==> src/rtl/video_pattern_gen.sv <==
`default_nettype none
// +--------------------------------------------------------------------------+
// | video_pattern_gen: raster timing (fvht) and 4:2:2 test-pattern source     |
// | with EAV/SAV timing reference words.   Revision: 1.0                      |
// +--------------------------------------------------------------------------+
module video_pattern_gen #(
  parameter int H_ACTIVE = 1920,
  parameter int H_TOTAL  = 2200,
  parameter int V_ACTIVE = 1080,
  parameter int V_TOTAL  = 1125,
  parameter int BAR_W    = 240
) (
  input  logic        clk_i,
  input  logic        rst_i,
  input  logic        cen_i,
  input  logic [1:0]  pat_sel_i,
  input  logic [29:0] flat_ycbcr_i,
  output logic [3:0]  fvht_o,
  output logic [19:0] video_o,
  output logic        sof_o
);

  localparam int        c_HC_W    = $clog2(H_TOTAL);
  localparam int        c_VC_W    = $clog2(V_TOTAL);
  localparam logic [9:0] c_BLK_Y  = 10'h040;
  localparam logic [9:0] c_BLK_C  = 10'h200;
  localparam logic [1:0] c_PAT_BARS = 2'd0;
  localparam logic [1:0] c_PAT_FLAT = 2'd1;
  localparam logic [1:0] c_PAT_RAMP = 2'd2;

  logic [c_HC_W-1:0] hc_q, hc_d;
  logic [c_VC_W-1:0] vc_q, vc_d;
  logic [1:0]        pat_q;
  logic [29:0]       flat_q;
  logic [3:0]        fvht_d;
  logic [19:0]       video_d;
  logic              sof_d;

  logic              w_line_end, w_frame_end;
  logic              w_h, w_v, w_eav, w_sav, w_t;
  logic [1:0]        w_trs_idx;
  logic [9:0]        w_xyz, w_trs_word;
  logic [2:0]        w_bar_idx;
  logic [29:0]       w_bar_ycc, w_pix_ycc;
  logic [10:0]       w_ramp;
  logic [9:0]        w_ramp_y;

  assign w_line_end  = (hc_q == c_HC_W'(H_TOTAL - 1));
  assign w_frame_end = w_line_end && (vc_q == c_VC_W'(V_TOTAL - 1));

  always_comb begin
    hc_d = hc_q + c_HC_W'(1);
    vc_d = vc_q;
    if (w_line_end) begin
      hc_d = '0;
      vc_d = (vc_q == c_VC_W'(V_TOTAL - 1)) ? '0 : vc_q + c_VC_W'(1);
    end
  end

  // Progressive source: F is always 0, so parity bits reduce accordingly.
  assign w_h     = (hc_q >= c_HC_W'(H_ACTIVE));
  assign w_v     = (vc_q >= c_VC_W'(V_ACTIVE));
  assign w_eav   = w_h && (hc_q <= c_HC_W'(H_ACTIVE + 3));
  assign w_sav   = (hc_q >= c_HC_W'(H_TOTAL - 4));
  assign w_t     = w_eav || w_sav;
  assign w_trs_idx = w_eav ? 2'(hc_q - c_HC_W'(H_ACTIVE))
                           : 2'(hc_q - c_HC_W'(H_TOTAL - 4));
  assign w_xyz   = {1'b1, 1'b0, w_v, w_eav, w_v ^ w_eav, w_eav, w_v,
                    w_v ^ w_eav, 2'b00};

  always_comb begin
    case (w_trs_idx)
      2'd0:    w_trs_word = 10'h3FF;
      2'd3:    w_trs_word = w_xyz;
      default: w_trs_word = 10'h000;
    endcase
  end

  always_comb begin
    w_bar_idx = 3'd0;
    for (int k = 1; k < 8; k++) begin
      if (hc_q >= c_HC_W'(k * BAR_W)) w_bar_idx = 3'(k);
    end
  end

  always_comb begin
    case (w_bar_idx)
      3'd0:    w_bar_ycc = {10'd940, 10'd512, 10'd512};
      3'd1:    w_bar_ycc = {10'd877, 10'd64,  10'd553};
      3'd2:    w_bar_ycc = {10'd754, 10'd615, 10'd64};
      3'd3:    w_bar_ycc = {10'd691, 10'd167, 10'd105};
      3'd4:    w_bar_ycc = {10'd313, 10'd857, 10'd919};
      3'd5:    w_bar_ycc = {10'd250, 10'd409, 10'd960};
      3'd6:    w_bar_ycc = {10'd127, 10'd960, 10'd471};
      default: w_bar_ycc = {10'd64,  10'd512, 10'd512};
    endcase
    if (hc_q >= c_HC_W'(8 * BAR_W)) w_bar_ycc = {10'd64, 10'd512, 10'd512};
  end

  assign w_ramp   = 11'd64 + 11'(hc_q >> 1);
  assign w_ramp_y = (w_ramp > 11'd940) ? 10'd940 : w_ramp[9:0];

  always_comb begin
    case (pat_q)
      c_PAT_BARS: w_pix_ycc = w_bar_ycc;
      c_PAT_FLAT: w_pix_ycc = flat_q;
      c_PAT_RAMP: w_pix_ycc = {w_ramp_y, 10'd512, 10'd512};
      default:    w_pix_ycc = {10'd64, 10'd512, 10'd512};
    endcase
  end

  always_comb begin
    fvht_d = {1'b0, w_v, w_h, w_t};
    sof_d  = (hc_q == '0) && (vc_q == '0);
    if (w_t) begin
      video_d = {w_trs_word, w_trs_word};
    end else if (w_h || w_v) begin
      video_d = {c_BLK_Y, c_BLK_C};
    end else begin
      // Even samples carry Cb, odd samples carry Cr.
      video_d = {w_pix_ycc[29:20], hc_q[0] ? w_pix_ycc[9:0] : w_pix_ycc[19:10]};
    end
  end

  always_ff @(posedge clk_i or posedge rst_i) begin
    if (rst_i) begin
      hc_q    <= '0;
      vc_q    <= '0;
      pat_q   <= c_PAT_BARS;
      flat_q  <= '0;
      fvht_o  <= 4'b0000;
      video_o <= {c_BLK_Y, c_BLK_C};
      sof_o   <= 1'b0;
    end else if (cen_i) begin
      hc_q    <= hc_d;
      vc_q    <= vc_d;
      fvht_o  <= fvht_d;
      video_o <= video_d;
      sof_o   <= sof_d;
      // Latch the pattern only at frame end so a new selection never tears.
      if (w_frame_end) begin
        pat_q  <= pat_sel_i;
        flat_q <= flat_ycbcr_i;
      end
    end
  end

endmodule
`default_nettype wire

==> config.mk <==
export PLATFORM = sky130hd
export DESIGN_NAME = video_pattern_gen
export DESIGN_NICKNAME = d
export VERILOG_FILES = /design/src/rtl/video_pattern_gen.sv
export SDC_FILE = /design/constraint.sdc
export NUM_CORES = 1
export LEC_CHECK = 0
export CORE_UTILIZATION = 52
export DETAILED_ROUTE_END_ITERATION = 12
export HOLD_SLACK_MARGIN = 0.02
export PLACE_DENSITY_LB_ADDON = 0.08
export SLEW_MARGIN = 10
export SYNTH_ARGS = -nofsm -noshare
export SYNTH_HDL_FRONTEND = slang
export SYNTH_SLANG_ARGS = --single-unit
==> constraint.sdc <==
create_clock -name clk_i -period 3.5 [get_ports clk_i]
set_input_delay 0.7 -clock clk_i [delete_from_list [all_inputs] [get_ports clk_i]]
set_output_delay 0.7 -clock clk_i [all_outputs]
set_load 0.03 [all_outputs]
==> impl_results.md, run 1 <==
* Fin nets at around 550
* Placed Area at ~5200 µm²
* Vias in the first global route at between 3000 and 4000
* Synthesized Nets at between 500 and 600
* CTS resizes at 0
* Adder and majority cell fraction of the synthesized area at 0.01925
* CTS tree: yes
* Mapped Area at between 4000 and 5000 µm²
* Wire per inst at between 15 and 20 µm
* # setup viols final at 0
* Total Die Area at ~9000 µm²
* RSZ-0062 raised after global routing: false
* Initial antenna violation count at 0
* Antenna cell count at 0
* Grt ovf at 0
* Sink Count at ~80
* Final hold vios at 0
* Largest net degree at the start of global routing at 48
* Total number of yosys warnings at 0
* Area Overhead vs Synth at 18.45%
* Complex-gate fraction of the synthesized area at 0.1966
* Die width at ~96 µm
* Placer congestion estimate at approximately 1.0
* Synth area leader: dfrtp_1
* Fillcell total at approximately 700
* TNS Setup at 0 ps
* Ratio of cells with drive above 1 in the final layout at 0.1451
* Crit end category: register
* Clk Latency, worst-skew pair at about 370 ps
* Worst Tran Pin Value at 722.5 ps
* Via count at 3893
* Gr usage total at 0.2863
* Num ports at 60
* Clock buffer depth at 2
* Pwr dens at slightly below 500 nW/µm²
* EDFF count, synth at 0
* Worst-path maximum fanout at 15
* Startpoint types: register
* Crit path buf inv count at 1
* Critical path's top delay family: compound AO/OA/AOI/OAI gates
* Post-synthesis mux area share at 0.08359
* Synth Flop Type: dfrtp_1
* Buffers added on ports at just under 60
* Post-synthesis sequential area ratio at 0.4350
* Pins Over Slew Limit at 0
* Antenna viol nets, final at 0
* Asr flop ratio synth at 1.000
* Largest family of logic cells by synthesized area: compound AO/OA/AOI/OAI gates
* Max-Cap Viols at 0
* Drt drc at 0
* Syn Area/Cell at 9.786 µm²
* Post-Route WL at roughly 12000 µm
* Core area at 8341 µm²
* Hold buffer count at CTS at 0
* Fin area at between 5000 and 6000 µm²
* Clk_skew at 15.42 ps
* Initial DRC Count at 391
* Worst min path class: reg -> reg
* XOR/XNOR Fraction of Synth Area at 0.04234
* Synth top area share at 0.4234
* Tcrit/Tclk final at 0.8982
* Fmax at around 0.32 GHz
* Clk root buf: clkbuf_8
* Crit Path Class: reg -> reg
* Total CTS buffers at 9
* Drt via density at 6.259
* Ranking of synthesized cells by area: dfrtp_1 (42%), mux2_2 (7.4%), nand2_1 (3.4%)
* Synth unique cells at 75
* First-pass GRT wire length at 19470 µm
* Setup Fix Bufs, Post-CTS at 0
* Slew headroom at 0.5171
* DRT Pass-1 Iters at 5
* CTS clk-pin slew, worst paths at roughly 90 ps
* Crit path max-delay cell type: a2111oi_1
* H-tree Lvls at 3
* Vert. Die Dim at 95.55 µm
* VDD IR-drop max at approximately 0.22 mV
* Yosys reg bits at between 70 and 80
* Commonest non-fill, non-tap cells in the layout: dfrtp_1 (77), clkdlybuf4s50_1 (58), nand2_1 (41), nor2_1 (41), mux2_2 (30)
* Crit path time final at 3144 ps
* Cells after Synth at 465
* Initial Utilization at 0.5456
* Simple-gate share of the synthesized area at 0.1746
* Req. time, crit path at between 3000 and 4000 ps
* Overall power at ~2.6 mW
* Critical path, cell by cell: clkinv_1 > ha_1 > or4b_4 > o211a_4 > a2111oi_1 > o21a_1 > o221ai_1 > a21oi_1
* Outcome: finished, final reports clean
* Row Count at 33
* Critical Path AT at about 3400 ps
* Leakage at roughly 2.3 nW
* Most common cell after layout, fill and taps aside: dfrtp_1
* Largest stage delay, worst path at 640 ps
* DP HPWL at 8648 µm
-- stage by stage --
step	hold slack, ps	std cells	worst slack, ps	utilization
global placement	470.4	606	433.0	0.6200
finish	505.4	622	356.2	0.6463
floorplan	458.0	465	779.9	-
detailed placement	484.3	606	472.8	0.6200
CTS	504.8	622	462.0	0.6463
global route	534.4	622	238.3	0.6463
-- synth_stat cells (4+ instances only) --
cell,n
and2_1,7
xor2_1,11
nor4_1,4
inv_1,10
clkbuf_1,15
a21oi_1,23
nand2b_1,5
a211oi_1,4
nand3_1,9
o211ai_1,8
nor2_1,41
nand4_1,9
o21ai_0,23
a31oi_1,9
xnor2_1,11
ha_1,7
buf_2,6
o22ai_1,5
nand2_1,41
a221oi_1,5
nor2b_1,4
dfrtp_1,77
or3_1,4
o21a_1,6
nor3_1,8
buf_4,8
mux2_2,30
-- area by class of cell --
cell class	count	area [µm²]	share of cell area
Clock inverter	6	91.34	0.01695
Tap cell	105	131.4	0.02437
Multi-Input combinational cell	342	2360	0.4378
Timing Repair Buffer	68	655.6	0.1216
Inverter	12	45.04	0.008357
Clock buffer	10	127.6	0.02368
Sequential cell	79	1979	0.3672
-- report_power, final --
part | internal (mW) | switching, mW | leakage, nW | total [mW]
combinational | 0.309 | 0.376 | 1.15 | 0.685
clock | 0.407 | 0.354 | 0.111 | 0.761
sequential | 1.01 | 0.183 | 1.03 | 1.19
-- tightest hold or removal path, delay by kind of cell, from the launching register on --
kind / cells / cell delay, ps
AO/OA/AOI/OAI: 1 / 50
flip-flops: 1 / 370
AND/OR/NAND/NOR: 1 / 90
-- state kept, by name (all words and copies together), names as in the netlist --
register,count
flat_q,30
fvht_o,3
hc_q,12
pat_q,2
sof_o,1
vc_q,11
video_o,20
-- final timing paths --
kind / end / cells after the start / start / slack (ps)
max in group asynchronous: video_o[6] / 3 / rst_i / 2270
worst min register to register: video_o[16] / 2 / video_o[16] / 510
worst max-delay path: video_o[4] / 8 / hc_q[0] / 360
min in group asynchronous: vc_q[1] / 3 / rst_i / 740
worst max register to register: video_o[4] / 8 / hc_q[0] / 360
worst min-delay path: video_o[16] / 2 / video_o[16] / 510
-- cells by family after synthesis --
family,after synthesis
mux,34
fa+ha+maj,7
compound gates,124
flops,79
xor+xnor,22
simple gates,154
buf+inv,44
other cells,1
-- per-layer routing --
layer	part of all wire	vias to the layer above	global-route usage
li1	-	1799	-
met1	0.46	1866	0.3993
met2	0.45	196	0.4304
met3	0.066	32	0.05821
met4	0.024	0	0.1244
met5	0	-	0
(Power assumes the default switching activity.)
==> run 2, diff against run 1 <==
--- a/config.mk
+++ b/config.mk
@@ -7,6 +7,7 @@
 export LEC_CHECK = 0
 export CORE_UTILIZATION = 52
 export DETAILED_ROUTE_END_ITERATION = 12
+export DONT_BUFFER_PORTS = 1
 export HOLD_SLACK_MARGIN = 0.02
 export PLACE_DENSITY_LB_ADDON = 0.08
 export SLEW_MARGIN = 10
==> run 2 against run 1 <==
Setup slack better by 170 ps. Clock skew is 3.5 ps lower. Flip-flop and latch count stayed put. Count of clock-buffer cells in the layout is 1 higher. Utilization is 6.4 points lower. Highest routed layer unchanged. Global-route usage is 0.22 points lower. Largest power group unchanged. Critical endpoint is now video_o[5]. Fmax is 5.5% higher.
==> impl_results.md, run 2 (synthesis gave the netlist of run 1 again) <==
* Pwr dens at 527.0 nW/µm² (+7.7%)
* Vert. Die Dim at 95.55 µm (unchanged)
* Num ports at 60 (unchanged)
* Area Overhead vs Synth at 6.791%
* Max-Cap Viols at 0 (unchanged)
* Initial DRC Count at 268 (-31%)
* Max reg flops at 30 (unchanged)
* Drt drc at 0 (unchanged)
* Pins Over Slew Limit at 0 (unchanged)
* Via count at 3649 (-6.3%)
* Row Count at 33 (unchanged)
* Worst min path class: in -> async
* Crit path time final at 2979 ps (-165.1 ps)
* Antenna viol nets, final at 0 (unchanged)
* Total CTS buffers at 9 (unchanged)
* CTS resizes at 0 (unchanged)
* Critical Path Most Common Cell: a221oi_1
* CTS tree: yes
* Switching pwr at 910.1 µW (-0.34%)
* Finished Layout Cells at 568 (-8.7%)
* Final hold vios at 0 (unchanged)
* Antenna cell count at 0 (unchanged)
* Req. time, crit path at 3800 ps (about the same)
* Largest stage delay, worst path at 660 ps (+20 ps)
* Fin nets at 500 (-9.7%)
* Int Power at 1.651 mW (-4.3%)
* Setup Fix Bufs, Post-CTS at 0 (unchanged)
* Critical path, cell by cell: clkinv_1 > ha_1 > or4b_4 > o21ai_0 > a221oi_1 > a21oi_1 > a221oi_1 > o22a_1
* Clk Latency, worst-skew pair at 350 ps (-20 ps)
* Overall power at 2.561 mW (-2.9%)
* Clk_skew at 11.88 ps (-3.538 ps)
* Total Die Area at 9129 µm² (unchanged)
* Vias in the first global route at 3487 (-6.9%)
* Clock network power share at 0.314 (+0.026)
* TNS Setup at 0 ps (unchanged)
* Wire per inst at 21.48 µm (+11%)
* Core area at 8341 µm² (unchanged)
* Crit end category: register
* Startpoint types: register
* Drt via density at 6.424 (+2.6%)
* Post-Route WL at 12200 µm (+1.2%)
* WHS at 381.0 ps (-124.4 ps)
* Logic pwr share at 0.176 (-0.084)
* Clock buffer depth at 2 (unchanged)
* Clk root buf: clkbuf_8
* DP HPWL at 8930 µm (+3.3%)
* Worst Tran Pin Value at 883.0 ps (+160.5 ps)
* Grt ovf at 0 (unchanged)
* Leakage at 2.090 nW (-8.6%)
* Gr usage total at 0.2841 (-0.002185)
* Seq pwr share at 0.510 (+0.058)
* Critical Path AT at 3280 ps (-160 ps)
* VDD IR-drop max at 0.3511 mV (+58%)
* Placed insts at 552 (-8.9%)
* Initial antenna violation count at 0 (unchanged)
* DRT Pass-1 Iters at 5 (unchanged)
* Largest net degree at the start of global routing at 50 (+4.2%)
* Switching part of the total at 0.3554 (+0.009170)
* Crit Path Class: reg -> reg
* Fmax at 0.3357 GHz (+5.5%)
* Commonest non-fill, non-tap cells in the layout: dfrtp_1 (77), nand2_1 (41), nor2_1 (41), mux2_2 (30)
* H-tree Lvls at 3 (unchanged)
* Sink Count at 79 (unchanged)
* Worst-path maximum fanout at 15 (unchanged)
* Slew headroom at 0.4107 (-0.1065)
* Outcome: finished, final reports clean
* Ratio of cells with drive above 1 in the final layout at 0.1728 (+0.02772)
* CTS clk-pin slew, worst paths at 90 ps (about the same)
* Largest registers: flat_q: 30 flops, video_o: 20 flops, hc_q: 12 flops
* RSZ-0062 raised after global routing: false
* Hold buffer count at CTS at 0 (unchanged)
* Die width at 95.55 µm (unchanged)
* Initial Utilization at 0.5456 (unchanged)
* Top reg by flops: flat_q
* Most common cell after layout, fill and taps aside: dfrtp_1
* Tcrit/Tclk final at 0.8510 (-0.04717)
* Placer congestion estimate at 0.9263 (-12%)
* Buffers added on ports at 0 (-100%)
* # setup viols final at 0 (unchanged)
* First-pass GRT wire length at 19150 µm (-1.6%)
* Crit path max-delay cell type: dfrtp_1
run 2: cell count changes in the layout (fill, tap and decap cells not counted):
cell and delta:
buf_4 +4, clkdlybuf4s50_1 -58, inv_2 -1, clkbuf_8 +2, clkbuf_1 -1
run 2: worst max-delay path: cells and delay by family (launching register included):
kind                     cells  cell delay, ps
AO/OA/AOI/OAI                5            1540
buffers and inverters        1             180
AND/OR/NAND/NOR              1             270
adder cells (fa/ha/maj)      1             280
flip-flops                   1             660
run 2: path summary, 6_finish.rpt:
check	to	from	cells after the start	slack [ps]
min in group clk_i	fvht_o[0]	cen_i	1	430
hold / removal	flat_q[0]	rst_i	1	380
setup / recovery	video_o[5]	hc_q[0]	8	520
setup reg to reg	video_o[5]	hc_q[0]	8	520
max in group asynchronous	video_o[16]	rst_i	2	2320
hold reg to reg	vc_q[8]	vc_q[8]	1	500
run 2: final cells by class:
cell class / count / area [µm²]
fillers: 748 / 3481
well taps: 105 / 131.4
inverters: 12 / 46.29
clock buffers: 11 / 151.4
multi-input cells: 342 / 2360
clock inverters: 5 / 86.33
flip-flops and latches: 79 / 1979
repair buffers: 14 / 105.1
run 2: metrics by stage:
stage | setup WS (ps) | util | area [µm²]
after floorplan | 779.9 | - | 4551
after global placement | 605.9 | 0.5542 | 4622
after detailed placement | 651.5 | 0.5542 | 4622
after CTS | 617.7 | 0.5827 | 4860
after global routing | 343.9 | 0.5827 | 4860
final | 521.3 | 0.5827 | 4860
run 2: power by group through the flow:
stage          combinational [mW]  sequential, mW  clock [mW]
2_1_floorplan               0.423            1.20           0
3_3_place_gp                0.439            1.32           0
3_5_place_dp                0.441            1.32           0
4_1_cts                     0.445            1.30       0.818
5_1_grt                     0.497            1.32       0.849
6_report                    0.450            1.31       0.803
run 2: layer usage:
| metal | wire length [µm] | part of all wire | vias to the layer above | track usage |
|---|---|---|---|---|
| met5 | 0 | 0 | - | 0 |
| met4 | 171 | 0.014 | 0 | 0.08706 |
| met3 | 793 | 0.065 | 15 | 0.06140 |
| met2 | 5423 | 0.44 | 145 | 0.4173 |
| met1 | 5810 | 0.48 | 1804 | 0.4160 |
| li1 | - | - | 1685 | - |
==> run 3, diff against run 2 <==
--- a/config.mk
+++ b/config.mk
@@ -5,11 +5,14 @@
 export SDC_FILE = /design/constraint.sdc
 export NUM_CORES = 1
 export LEC_CHECK = 0
+export ABC_CLOCK_PERIOD_IN_PS = 3500
 export CORE_UTILIZATION = 52
 export DETAILED_ROUTE_END_ITERATION = 12
 export DONT_BUFFER_PORTS = 1
+export GPL_TIMING_DRIVEN = 1
 export HOLD_SLACK_MARGIN = 0.02
 export PLACE_DENSITY_LB_ADDON = 0.08
+export SETUP_SLACK_MARGIN = 0.05
 export SLEW_MARGIN = 10
 export SYNTH_ARGS = -nofsm -noshare
 export SYNTH_HDL_FRONTEND = slang
==> results of run 3 <==
No change in the layout: final DEF, timing and power equal those of run 2.
==> variant (settings of run 1) <==
`V_TOTAL`: 1125 -> 2250.
--- a/src/rtl/video_pattern_gen.sv
+++ b/src/rtl/video_pattern_gen.sv
@@ -7,7 +7,7 @@
   parameter int H_ACTIVE = 1920,
   parameter int H_TOTAL  = 2200,
   parameter int V_ACTIVE = 1080,
-  parameter int V_TOTAL  = 1125,
+  parameter int V_TOTAL  = 2250,
   parameter int BAR_W    = 240
 ) (
   input  logic        clk_i,
Behaviour: same outputs for any inputs over 10 cycles, from zero or initial values and one cycle with rst_i high; that may be too few to reach the edited logic, so the function may still have changed.
==> variant against run 1 <==
Wire length increased by 5.8%; power fell by 3.0%; sequential share of layout area fell by 0.28 points; highest routed layer unchanged; final area up 2.0%; sequential cell count up 1; area after synthesis increased by 2.0%; combinational power about the same; worst setup slack better by 170 ps.
==> variant: results (changes against run 1) <==
| Metric | Value |
|---|---|
| Status | `finished, final reports clean (unchanged)` |
| Reg clk slew, reported paths | `90 ps (about the same)` |
| Wire length of the first global-routing pass | `20100 um (was 19500 um)` |
| Yosys cell types | `68 (was 75)` |
| DRT Pass-1 Iters | `5 (unchanged)` |
| Largest net degree at the start of global routing | `81 (was 48)` |
| Slew headroom | `46.7% (was 51.7%)` |
| Synth top cells by count | `78 x dfrtp_1, 43 x nor2_1, 42 x nand2_1, 28 x o21ai_0, 27 x mux2_1 (was 77 x dfrtp_1, 41 x nand2_1, 41 x nor2_1, 30 x mux2_2)` |
| Clock root cell | `clkbuf_8 (unchanged)` |
| Synth warnings | `0 (unchanged)` |
| Post-synthesis sequential area ratio | `43.2% (was 43.5%)` |
| H-tree levels | `3 (unchanged)` |
| Vias per Instance | `6.35 (was 6.26)` |
| DP Wirelength | `9120 um (was 8650 um)` |
| Share of cells above drive strength 1 | `9.61% (was 14.5%)` |
| Final Skew | `12.1 ps (was 15.4 ps)` |
| Clock latency at the later pin of the worst-skew pair | `between 300 and 400 ps` |
| DRT Wirelength | `12800 um (was 12100 um)` |
| Top cells by area, synth | `dfrtp_1 42%, mux2_1 6.6%, nor2_1 3.5% (was dfrtp_1 42%, mux2_2 7.4%, nand2_1 3.4%)` |
| Total CTS buffers | `9 (unchanged)` |
| Resized cells post-CTS | `0 (unchanged)` |
| Setup bufs post-CTS | `0 (unchanged)` |
| Post-Syn Nets | `535 (was 507)` |
| Largest registers | `flat_q: 30 flops, video_o: 20 flops (was flat_q: 30 flops, video_o: 20 flops, hc_q: 12 flops)` |
| CP Max Fanout | `6 (was 15)` |
| Number of global-route vias before repair | `3824 (was 3747)` |
| CTS Buffer Depth | `2 (unchanged)` |
| VDD IR-drop max | `0.326 mV (was 0.223 mV)` |
| IO buf count | `58 (unchanged)` |
| LEAKAGE | `2.44 nW (was 2.29 nW)` |
| Fillers | `750 (was 703)` |
| Post-synthesis async set-or-reset flop share | `100% (unchanged)` |
| GRT Total Usage | `29.3% (was 28.6%)` |
| Die Wd | `96.5 um (was 95.5 um)` |
| Worst min path class | `flop to flop (unchanged)` |
| Initial antenna violation count | `0 (unchanged)` |
| Nets@finish | `579 (was 554)` |
| Iter 0 DRT Violations | `372 (was 391)` |
| M3 GR Usage | `5.16% (was 5.82%)` |
| Final GP Congestion | `0.877 (was 1.05)` |
| Worst EP arrival | `3250 ps (was 3440 ps)` |
| N_diodes | `0 (unchanged)` |
| Met2 layer usage reported by global route | `44.2% (was 43.0%)` |
| Grt met1 use | `41.9% (was 39.9%)` |
-- variant: cell count changes after synthesis, sizes merged, moves of 4 or more --
cell	before	now
a211oi	4	10
clkbuf	15	21
nand3	9	15
nor3	10	16
a211o	0	5
nor2	41	46
o21a	6	1
o21ai	25	30
o211ai	8	4
-- variant: area by class of cell --
class	count	area [um2]	share of cell area (%)
clock buffer	11	151	2.75
clock inverter	5	62.6	1.14
inverter	12	46.3	0.842
multi-input combinational	362	2410	43.9
sequential	80	2000	36.4
tap	108	135	2.46
timing repair buffer	71	686	12.5
-- variant: cells by family (layout without fill, tap and decap cells) --
kind of cell    Yosys count  in the layout  synth area share [%]
mux                      34             34                  8.23
flops                    80             80                  43.2
buf+inv                  50             99                  4.75
xor+xnor                 22             22                  4.15
simple gates            168            168                  18.4
other cells               1              1                0.0808
compound gates          129            129                  19.0
fa+ha+maj                 8              8                  2.16
-- variant: critical path: stages, from the launching register on --
cell      delay (ps)
dfrtp_1          460
inv_1            130
ha_1             310
nor4b_1          670
a211o_1          270
nor2_1           120
a221oi_1         530
o221ai_1         220
a21oi_1          190
-- variant: layer usage --
layer	vias to the layer above	wire (um)
met2	213	5720
met5	-	0
li1	1890	-
met4	0	270
met3	25	946
met1	1993	5820
-- variant: final timing paths --
check / startpoint / endpoint / slack [ps] / cells after the start
setup / recovery: hc_q[1]$_DFFE_PP0P_ / video_o[6]$_DFFE_PP0P_ / 520 / 8
hold / removal: flat_q[6]$_DFFE_PP0P_ / flat_q[6]$_DFFE_PP0P_ / 500 / 1
setup reg to reg: hc_q[1]$_DFFE_PP0P_ / video_o[6]$_DFFE_PP0P_ / 520 / 8
hold reg to reg: flat_q[6]$_DFFE_PP0P_ / flat_q[6]$_DFFE_PP0P_ / 500 / 1
max in group asynchronous: rst_i / video_o[16]$_DFFE_PP1P_ / 2390 / 3
min in group asynchronous: rst_i / sof_o$_DFFE_PP0P_ / 750 / 3
-- variant: through the flow --
step	power, mW	instances	hold WS, ps	setup slack, ps	instance area [um2]
after floorplan	1.55	492	449	752	4640
after global placement	1.82	633	468	602	5290
after detailed placement	1.82	633	483	593	5290
after CTS	2.56	649	503	572	5500
after global routing	2.69	649	517	353	5500
final	2.56	649	498	524	5500
-- variant: where the power goes --
part	total, mW	internal (mW)	leakage [nW]	switching, mW
clock	0.738	0.374	0.103	0.364
combinational	0.684	0.290	1.31	0.395
sequential	1.14	1.00	1.03	0.133
